### config.mk
export PLATFORM = sky130hd
export DESIGN_NAME = bless_nic
export DESIGN_NICKNAME = d
export VERILOG_FILES = /design/src/rtl/bless_pkg.sv /design/src/rtl/nic_fifo.sv /design/src/rtl/bless_nic.sv
export SDC_FILE = /design/constraint.sdc
export NUM_CORES = 1
export LEC_CHECK = 0
export ABC_AREA = 1
export CAP_MARGIN = 25
export CELL_PAD_IN_SITES_DETAIL_PLACEMENT = 0
export CELL_PAD_IN_SITES_GLOBAL_PLACEMENT = 1
export CORE_ASPECT_RATIO = 0.8
export CORE_MARGIN = 8
export CORE_UTILIZATION = 47
export CTS_BUF_LIST = sky130_fd_sc_hd__clkbuf_4 sky130_fd_sc_hd__clkbuf_8
export DETAILED_ROUTE_END_ITERATION = 10
export PLACE_DENSITY = 0.9
export SYNTH_ARGS = -nofsm -noshare
export SYNTH_HDL_FRONTEND = slang
export SYNTH_SLANG_ARGS = --single-unit
### constraint.sdc
create_clock -name clk -period 10 [get_ports clk]
set_input_delay 1 -clock clk [delete_from_list [all_inputs] [get_ports clk]]
set_output_delay 1 -clock clk [all_outputs]
set_load 0.03 [all_outputs]
### src/rtl/bless_pkg.sv
// ------------------------------------------------------------------------
// bless_pkg: shared widths, control-word fields and entry types for bless_nic. rev 1.0
// ------------------------------------------------------------------------
`default_nettype none

package bless_pkg;

  localparam int CTRL_W       = 22;
  localparam int DATA_W       = 128;
  localparam int NODE_W       = 8;
  localparam int AGE_W        = 5;

  localparam int CTRL_VALID   = 21;
  localparam int CTRL_AGE_HI  = 20;
  localparam int CTRL_AGE_LO  = 16;
  localparam int CTRL_SRC_HI  = 15;
  localparam int CTRL_SRC_LO  = 8;
  localparam int CTRL_DEST_HI = 7;
  localparam int CTRL_DEST_LO = 0;

  localparam int AGE_MAX      = 31;

  typedef struct packed {
    logic [NODE_W-1:0] dest;
    logic [DATA_W-1:0] data;
  } inj_entry_t;

  typedef struct packed {
    logic [NODE_W-1:0] src;
    logic [DATA_W-1:0] data;
  } ej_entry_t;

  function automatic logic [CTRL_W-1:0] make_ctrl(
    input logic [AGE_W-1:0]  age,
    input logic [NODE_W-1:0] src,
    input logic [NODE_W-1:0] dest
  );
    logic [CTRL_W-1:0] c;
    c                            = '0;
    c[CTRL_VALID]                = 1'b1;
    c[CTRL_AGE_HI:CTRL_AGE_LO]   = age;
    c[CTRL_SRC_HI:CTRL_SRC_LO]   = src;
    c[CTRL_DEST_HI:CTRL_DEST_LO] = dest;
    return c;
  endfunction

endpackage

`default_nettype wire

### src/rtl/nic_fifo.sv
// ------------------------------------------------------------------------
// nic_fifo: power-of-2 FIFO with wrap-bit pointers; caller guards push/pop. rev 1.0
// ------------------------------------------------------------------------
`default_nettype none

module nic_fifo #(
  parameter int WIDTH = 8,
  parameter int DEPTH = 4
) (
  input  logic             clk,
  input  logic             rst_n,
  input  logic             i_push,
  input  logic             i_pop,
  input  logic [WIDTH-1:0] i_wdata,
  output logic [WIDTH-1:0] o_head,
  output logic             o_full,
  output logic             o_empty
);

  localparam int AW = $clog2(DEPTH);

  logic [WIDTH-1:0] r_mem [DEPTH];
  logic [AW:0]      r_wr_ptr;
  logic [AW:0]      r_rd_ptr;

  always_ff @(posedge clk or negedge rst_n) begin
    if (!rst_n) begin
      r_wr_ptr <= '0;
      r_rd_ptr <= '0;
    end else begin
      if (i_push) r_wr_ptr <= r_wr_ptr + (AW+1)'(1);
      if (i_pop)  r_rd_ptr <= r_rd_ptr + (AW+1)'(1);
    end
  end

  always_ff @(posedge clk) begin
    if (i_push) r_mem[r_wr_ptr[AW-1:0]] <= i_wdata;
  end

  assign o_head  = r_mem[r_rd_ptr[AW-1:0]];
  assign o_empty = (r_wr_ptr == r_rd_ptr);
  assign o_full  = (r_wr_ptr[AW-1:0] == r_rd_ptr[AW-1:0]) && (r_wr_ptr[AW] != r_rd_ptr[AW]);

endmodule

`default_nettype wire

### src/rtl/bless_nic.sv
// ------------------------------------------------------------------------
// bless_nic: BLESS router local-port NIC (inject/eject FIFOs). Option: BLESS_NIC_AGE_EN. rev 1.0
// ------------------------------------------------------------------------
`default_nettype none

module bless_nic
  import bless_pkg::*;
#(
  parameter logic [7:0] NODE_ID   = 8'd0,
  parameter int         INJ_DEPTH = 4,
  parameter int         EJ_DEPTH  = 4
) (
  input  logic              clk,
  input  logic              rst,
  input  logic              inj_valid,
  output logic              inj_ready,
  input  logic [7:0]        inj_dest,
  input  logic [DATA_W-1:0] inj_data,
  output logic [CTRL_W-1:0] rtr_ci,
  output logic [DATA_W-1:0] rtr_di,
  input  logic              rtr_ready,
  input  logic [CTRL_W-1:0] rtr_co,
  input  logic [DATA_W-1:0] rtr_do,
  output logic              ej_valid,
  input  logic              ej_ready,
  output logic [7:0]        ej_src,
  output logic [DATA_W-1:0] ej_data,
  output logic              ej_overflow,
  output logic [7:0]        ej_drops
);

  inj_entry_t       w_inj_wr;
  inj_entry_t       w_inj_head;
  logic             w_inj_full;
  logic             w_inj_empty;
  logic             w_inj_push;
  logic             w_inj_pop;
  logic [AGE_W-1:0] w_age;

  assign w_inj_wr   = '{dest: inj_dest, data: inj_data};
  assign w_inj_push = inj_valid && !w_inj_full;
  assign w_inj_pop  = !w_inj_empty && rtr_ready;
  assign inj_ready  = !w_inj_full;

  nic_fifo #(
    .WIDTH ($bits(inj_entry_t)),
    .DEPTH (INJ_DEPTH)
  ) u_inj_fifo (
    .clk     (clk),
    .rst_n   (rst),
    .i_push  (w_inj_push),
    .i_pop   (w_inj_pop),
    .i_wdata (w_inj_wr),
    .o_head  (w_inj_head),
    .o_full  (w_inj_full),
    .o_empty (w_inj_empty)
  );

`ifdef BLESS_NIC_AGE_EN
  logic [AGE_W-1:0] r_age;

  // A non-empty, non-popping head can only mean rtr_ready was low this cycle.
  always_ff @(posedge clk or negedge rst) begin
    if (!rst) begin
      r_age <= '0;
    end else if (w_inj_empty || w_inj_pop) begin
      r_age <= '0;
    end else if (r_age != AGE_W'(AGE_MAX)) begin
      r_age <= r_age + AGE_W'(1);
    end
  end

  assign w_age = r_age;
`else
  assign w_age = '0;
`endif

  always_comb begin
    rtr_ci = '0;
    rtr_di = '0;
    if (w_inj_pop) begin
      rtr_ci = make_ctrl(w_age, NODE_ID, w_inj_head.dest);
      rtr_di = w_inj_head.data;
    end
  end

  ej_entry_t  w_ej_wr;
  ej_entry_t  w_ej_head;
  logic       w_ej_full;
  logic       w_ej_empty;
  logic       w_ej_cap;
  logic       w_ej_pop;
  logic       w_ej_room;
  logic       w_ej_push;
  logic       w_ej_drop;
  logic       r_ej_overflow;
  logic [7:0] r_ej_drops;
  logic       w_unused;

  assign w_ej_wr   = '{src: rtr_co[CTRL_SRC_HI:CTRL_SRC_LO], data: rtr_do};
  assign w_ej_cap  = rtr_co[CTRL_VALID];
  assign w_ej_pop  = !w_ej_empty && ej_ready;
  // Router cannot stall, so a same-cycle pop is the only way to make room when full.
  assign w_ej_room = !w_ej_full || w_ej_pop;
  assign w_ej_push = w_ej_cap && w_ej_room;
  assign w_ej_drop = w_ej_cap && !w_ej_room;
  assign w_unused  = &{1'b0, rtr_co[CTRL_AGE_HI:CTRL_AGE_LO], rtr_co[CTRL_DEST_HI:CTRL_DEST_LO]};

  nic_fifo #(
    .WIDTH ($bits(ej_entry_t)),
    .DEPTH (EJ_DEPTH)
  ) u_ej_fifo (
    .clk     (clk),
    .rst_n   (rst),
    .i_push  (w_ej_push),
    .i_pop   (w_ej_pop),
    .i_wdata (w_ej_wr),
    .o_head  (w_ej_head),
    .o_full  (w_ej_full),
    .o_empty (w_ej_empty)
  );

  always_ff @(posedge clk or negedge rst) begin
    if (!rst) begin
      r_ej_overflow <= 1'b0;
      r_ej_drops    <= '0;
    end else if (w_ej_drop) begin
      r_ej_overflow <= 1'b1;
      if (r_ej_drops != 8'hFF) r_ej_drops <= r_ej_drops + 8'd1;
    end
  end

  assign ej_valid    = !w_ej_empty;
  assign ej_src      = w_ej_head.src;
  assign ej_data     = w_ej_head.data;
  assign ej_overflow = r_ej_overflow;
  assign ej_drops    = r_ej_drops;

endmodule

`default_nettype wire

=== After elaboration in Yosys (flattened, before gate mapping) ===
Memory sizes are Yosys's and may differ from the RTL's.
Cells that the tools add are included.

* Register bits after elaboration: 21
* Memory bits (writable): 1088
* Input bits: 291
* Output and inout port bits: 297
* Logic and storage cells: 40
* Memories: 2

{| class="wikitable"
|+ Memory list
! memory !! words !! bits a word !! rd ports !! clocked after memory_dff !! wr ports !! line !! text
|-
| u_ej_fifo.r_mem || 4 || 136 || 1 || 0 || 1 || nic_fifo.sv:22 || <nowiki>logic [WIDTH-1:0] r_mem [DEPTH];</nowiki>
|-
| u_inj_fifo.r_mem || 4 || 136 || 1 || 0 || 1 || nic_fifo.sv:22 ||
|}

* Add/sub/neg operators: 5
* Eq/ne operators: 7
* Multiplexer cells: 6
* Reductions and logical operators: 14

{| class="wikitable"
|+ Operators with widths
! cell !! count
|-
| $mux W128 || 1
|-
| $mux W22 || 1
|-
| $add A3 B1 Y3 const B || 4
|-
| $add A8 B1 Y8 const B || 1
|-
| $ne A8 B8 Y1 const B || 1
|-
| $logic_and A1 B1 Y1 || 7
|-
| $eq A3 B3 Y1 || 2
|-
| $logic_not A1 Y1 || 5
|-
| $eq A2 B2 Y1 || 2
|-
| $mux W1 || 4
|-
| $ne A1 B1 Y1 || 2
|-
| $reduce_and A2 Y1 || 1
|-
| $logic_or A1 B1 Y1 || 1
|}

=== Longest topological paths before layout ===
* Depth after elaboration: 7
* Mapped depth: 10
* Gate-level depth less buffers: 8

=== Cells and area by module ===
From an unflattened synthesis, not the netlist that was laid out.

* Cells, all modules: 4188
* Area, all modules: 46694.8 um^2

{| class="wikitable"
|+ By module, submodules not included
! module !! instances !! cells an instance !! area each (um^2) !! sequential area each (um^2)
|-
| nic_fifo || 2 || 1904 || 22447.8 || 16485.8
|-
| bless_nic || 1 || 380 || 1799.2 || 225.2
|}

=== Worst setup path before layout ===
OpenSTA, ideal clock, no wires.

* Path type: input-to-reg
* From: in ej_ready
* To: mem u_ej_fifo.r_mem[0][0] (netlist name), enable pin
* Setup time: 0.633 ns
* Arrival: 6.916 ns
* Required time: 9.367 ns
* Path slack: 2.452 ns
* Stages on the path: 4
* Cell sequence: inv_1 -> nand3_1 -> o21ai_2 -> nor2_1

* Longest elaborated chain between the ends: 5

{| class="wikitable"
|+ RTL lines
! element !! line !! text
|-
| from (decl) || bless_nic.sv:25 || <nowiki>input logic ej_ready,</nowiki>
|-
| $logic_and A1 B1 Y1 || bless_nic.sv:102 || <nowiki>assign w_ej_pop = !w_ej_empty && ej_ready;</nowiki>
|-
| $logic_or A1 B1 Y1 || bless_nic.sv:104 || <nowiki>assign w_ej_room = !w_ej_full || w_ej_pop;</nowiki>
|-
| $logic_and A1 B1 Y1 || bless_nic.sv:105 || <nowiki>assign w_ej_push = w_ej_cap && w_ej_room;</nowiki>
|-
| $mux W1 || nic_fifo.sv:37 || <nowiki>if (i_push) r_mem[r_wr_ptr[AW-1:0]] <= i_wdata;</nowiki>
|-
| $mux W1 (not written as such) || nic_fifo.sv:37 ||
|-
| to (decl) || nic_fifo.sv:22 ||
|}

Every way passes these cells.

=== Worst setup path in the final report ===
* From: reg u_ej_fifo.r_rd_ptr[1]
* To: out ej_data[42]

* Longest elaborated chain between the ends: 1

{| class="wikitable"
|+ RTL lines
! element !! line !! text
|-
| from (decl) || nic_fifo.sv:24 || <nowiki>logic [AW:0] r_rd_ptr;</nowiki>
|-
| from (signal assigned) || nic_fifo.sv:32 || <nowiki>if (i_pop) r_rd_ptr <= r_rd_ptr + (AW+1)'(1);</nowiki>
|-
| $mem_v2 Z4 W136 || n/a ||
|-
| to (decl) || bless_nic.sv:27 || <nowiki>output logic [DATA_W-1:0] ej_data,</nowiki>
|}

Every way passes these cells.

==> results.cfg <==
[die]
start_util_pct = 47.2
core_um2 = 90700
die_h_um = 286
die_area_um2 = 101000
rows = 99
io_pins = 588
die_w_um = 353

[finish]
final_layout_size_suffix_gt1_share_pct = 10.9
layout.cells.non_filler = 5043
syn_to_final_growth_pct = 23.2
fin_nets = 3980
finish.utilization_pct = 58.1

[global_routing]
antenna_found_initial = 34
grt_pass1_vias = 25502
grt_max_degree = 167
grt.overflow.total = 0
grt_pass1_wl_mm = 154
gr-usage-all-layers_pct = 19.7

[critical_path]
worstSetupStartpointType = flip-flop
cp.arrival_ns = 4.61
critPathTopFamily = buffers and inverters
cp.buffers_inverters = 3
crit_chain = clkinv_2 -> buf_4 -> o21ai_0 -> o22ai_1 -> clkdlybuf4s50_1
slowest_stage = dfrtp_4
critPathRequiredTime_ns = 9.00
path_class = reg -> out
worst_setup_path_end_kind = primary output
critical-path-max-stage-delay_ns = 0.78
path_max_fanout = 79

[routing]
vias_per_cell = 5.28
drc = 0
vias = 26613
avgRoutedWirePerCell_um = 20.7
drt_iter0_markers = 2156
drt-total-wl_mm = 104
postRouteAntennaNets = 0
firstDrtPassIters = 5

[synth]
synth.distinct_cells = 30
syn_inst = 3113
ys_top_cells_by_area = edfxtp_1, nor2_1, o21ai_0, o22ai_1, a21oi_2
synth-warning-count = 0
yosysMostFrequentCell = edfxtp_1
syn_area_per_cell_um2 = 13.7
synth_seq_cells = 1109
ys.flop_type = edfxtp_1
synthDominantCellAreaShare_pct = 76.4
syn_area_um2 = 42800
synthTopCellsByCount = edfxtp_1, nor2_1, o21ai_0
synth_largest_area_cell = edfxtp_1
synth-async-reset-ratio_pct = 1.89
yosysSeqAreaShare_pct = 77.6
synth-edff-count = 1088

[placement]
place_inst = 4719
gp_congestion = 0.753
hpwl_mm = 60.1
portBuffers = 561

[power]
vdd_ir_drop_max_mv = 0.241
p_leak_nw = 17.3
powerDensity_nw_per_um2 = 326

[cts]
cts_root_buf = clkbuf_8
max-clock-path-buffers = 3
numCtsBuffers = 167
ctsResizeCount = 0
clkSinkCount = 1109
path_clk_slew_ns = 0.06
hold_buffers = 0
post_cts_buffers = 0
cts_tree = yes
clkLatencyLatePin_ns = 0.81
htreeDepth = 4

[timing]
setup_viol = 0
fmax_mhz = 178
slew_headroom_pct = 23.2
min_period_ns = 5.61
final_max_slew_viol_count = 0
finalHoldViolations = 0
final.setup_skew_ns = 0.0601
setup-tns-final_ns = 0
rsz0062_at_grt = false
finalHoldWorstSlack_ns = 0.465
period_share_pct = 56.1
worst_pin_slew_ns = 1.15

[hold_path]
hold_class = reg -> reg

[status]
status = finished clean

[flow_run]
cap_viol_max_count = 0
[layout make-up]
| class | instances | area, um2 |
|---|---|---|
| well taps | 1212 | 1520 |
| fillers | 6818 | 38000 |
| diodes | 23 | 57.6 |
| clock buffers | 233 | 2810 |
| clock inverters | 66 | 553 |
| inverters | 28 | 119 |
| flip-flops and latches | 1109 | 33200 |
| multi-input cells | 1776 | 8490 |
| repair buffers | 596 | 5960 |
[registers in the layout, summed over array words and instances, names as in the netlist]
signal               cells
u_ej_fifo.r_rd_ptr       3
u_inj_fifo.r_rd_ptr      3
u_ej_fifo.r_mem        544
u_inj_fifo.r_mem       544
ej_drops                 8
u_ej_fifo.r_wr_ptr       3
ej_overflow              1
u_inj_fifo.r_wr_ptr      3
[layer usage]
metal  track usage [%]  part of all wire (%)  vias up
met5                 0                  0.17        -
met4              7.43                   2.8       26
met3              7.65                   9.8      196
met2              32.1                    49      971
met1              23.8                    38    12903
li1                  -                     -    12517
[layout by cell type, fill, tap and decap left out, drive strengths merged, types with 13 or more instances in the layout]
cell           count
a21oi            136
clkdlybuf4s50    561
clkbuf           233
o21ai            551
buf               35
nor2             832
clkinv            50
nand2             67
conb              13
dfrtp             21
o22ai            136
inv               35
diode             23
edfxtp          1088
[cells by family after synthesis]
group | synth area share [%]
adders and majority gates | 0.322
xor gates and xnor gates | 0.205
and+or+nand+nor | 8.17
other | 0.00877
DFF | 77.6
AOI/OAI and AO/OA | 10.9
buffers and inverters | 2.81
[final timing paths]
check | slack [ns] | end | start | cells past startpoint
min in group asynchronous | 0.56 | ej_overflow | rst | 2
worst max-delay path | 4.39 | ej_data[42] | u_ej_fifo.r_rd_ptr[1] | 5
worst max register to register | 5.61 | u_ej_fifo.r_mem[2][54] | u_ej_fifo.r_rd_ptr[1] | 8
worst min register to register | 0.46 | ej_overflow | ej_overflow | 1
max in group asynchronous | 9.11 | u_inj_fifo.r_rd_ptr[0] | rst | 2
worst min-delay path | 0.46 | ej_overflow | ej_overflow | 1
[per-stage QoR]
step                      instance area (um2)  power [W]  setup WS, ns
after floorplan                         42800     0.0110          2.45
after global routing                    52700     0.0181          4.01
after detailed placement                49200     0.0136          5.03
after CTS                               52600     0.0173          4.21
after global placement                  49200     0.0135          5.04
final                                   52700     0.0172          4.39
[where the power goes]
part	leakage (nW)	internal, W	switching (W)
Sequential	10.2	0.00614	0.000360
Combinational	5.34	0.00227	0.00474
Clock	1.76	0.00197	0.00171
Total	17.3	0.0104	0.00681
Power figures use the tool's default switching activity.
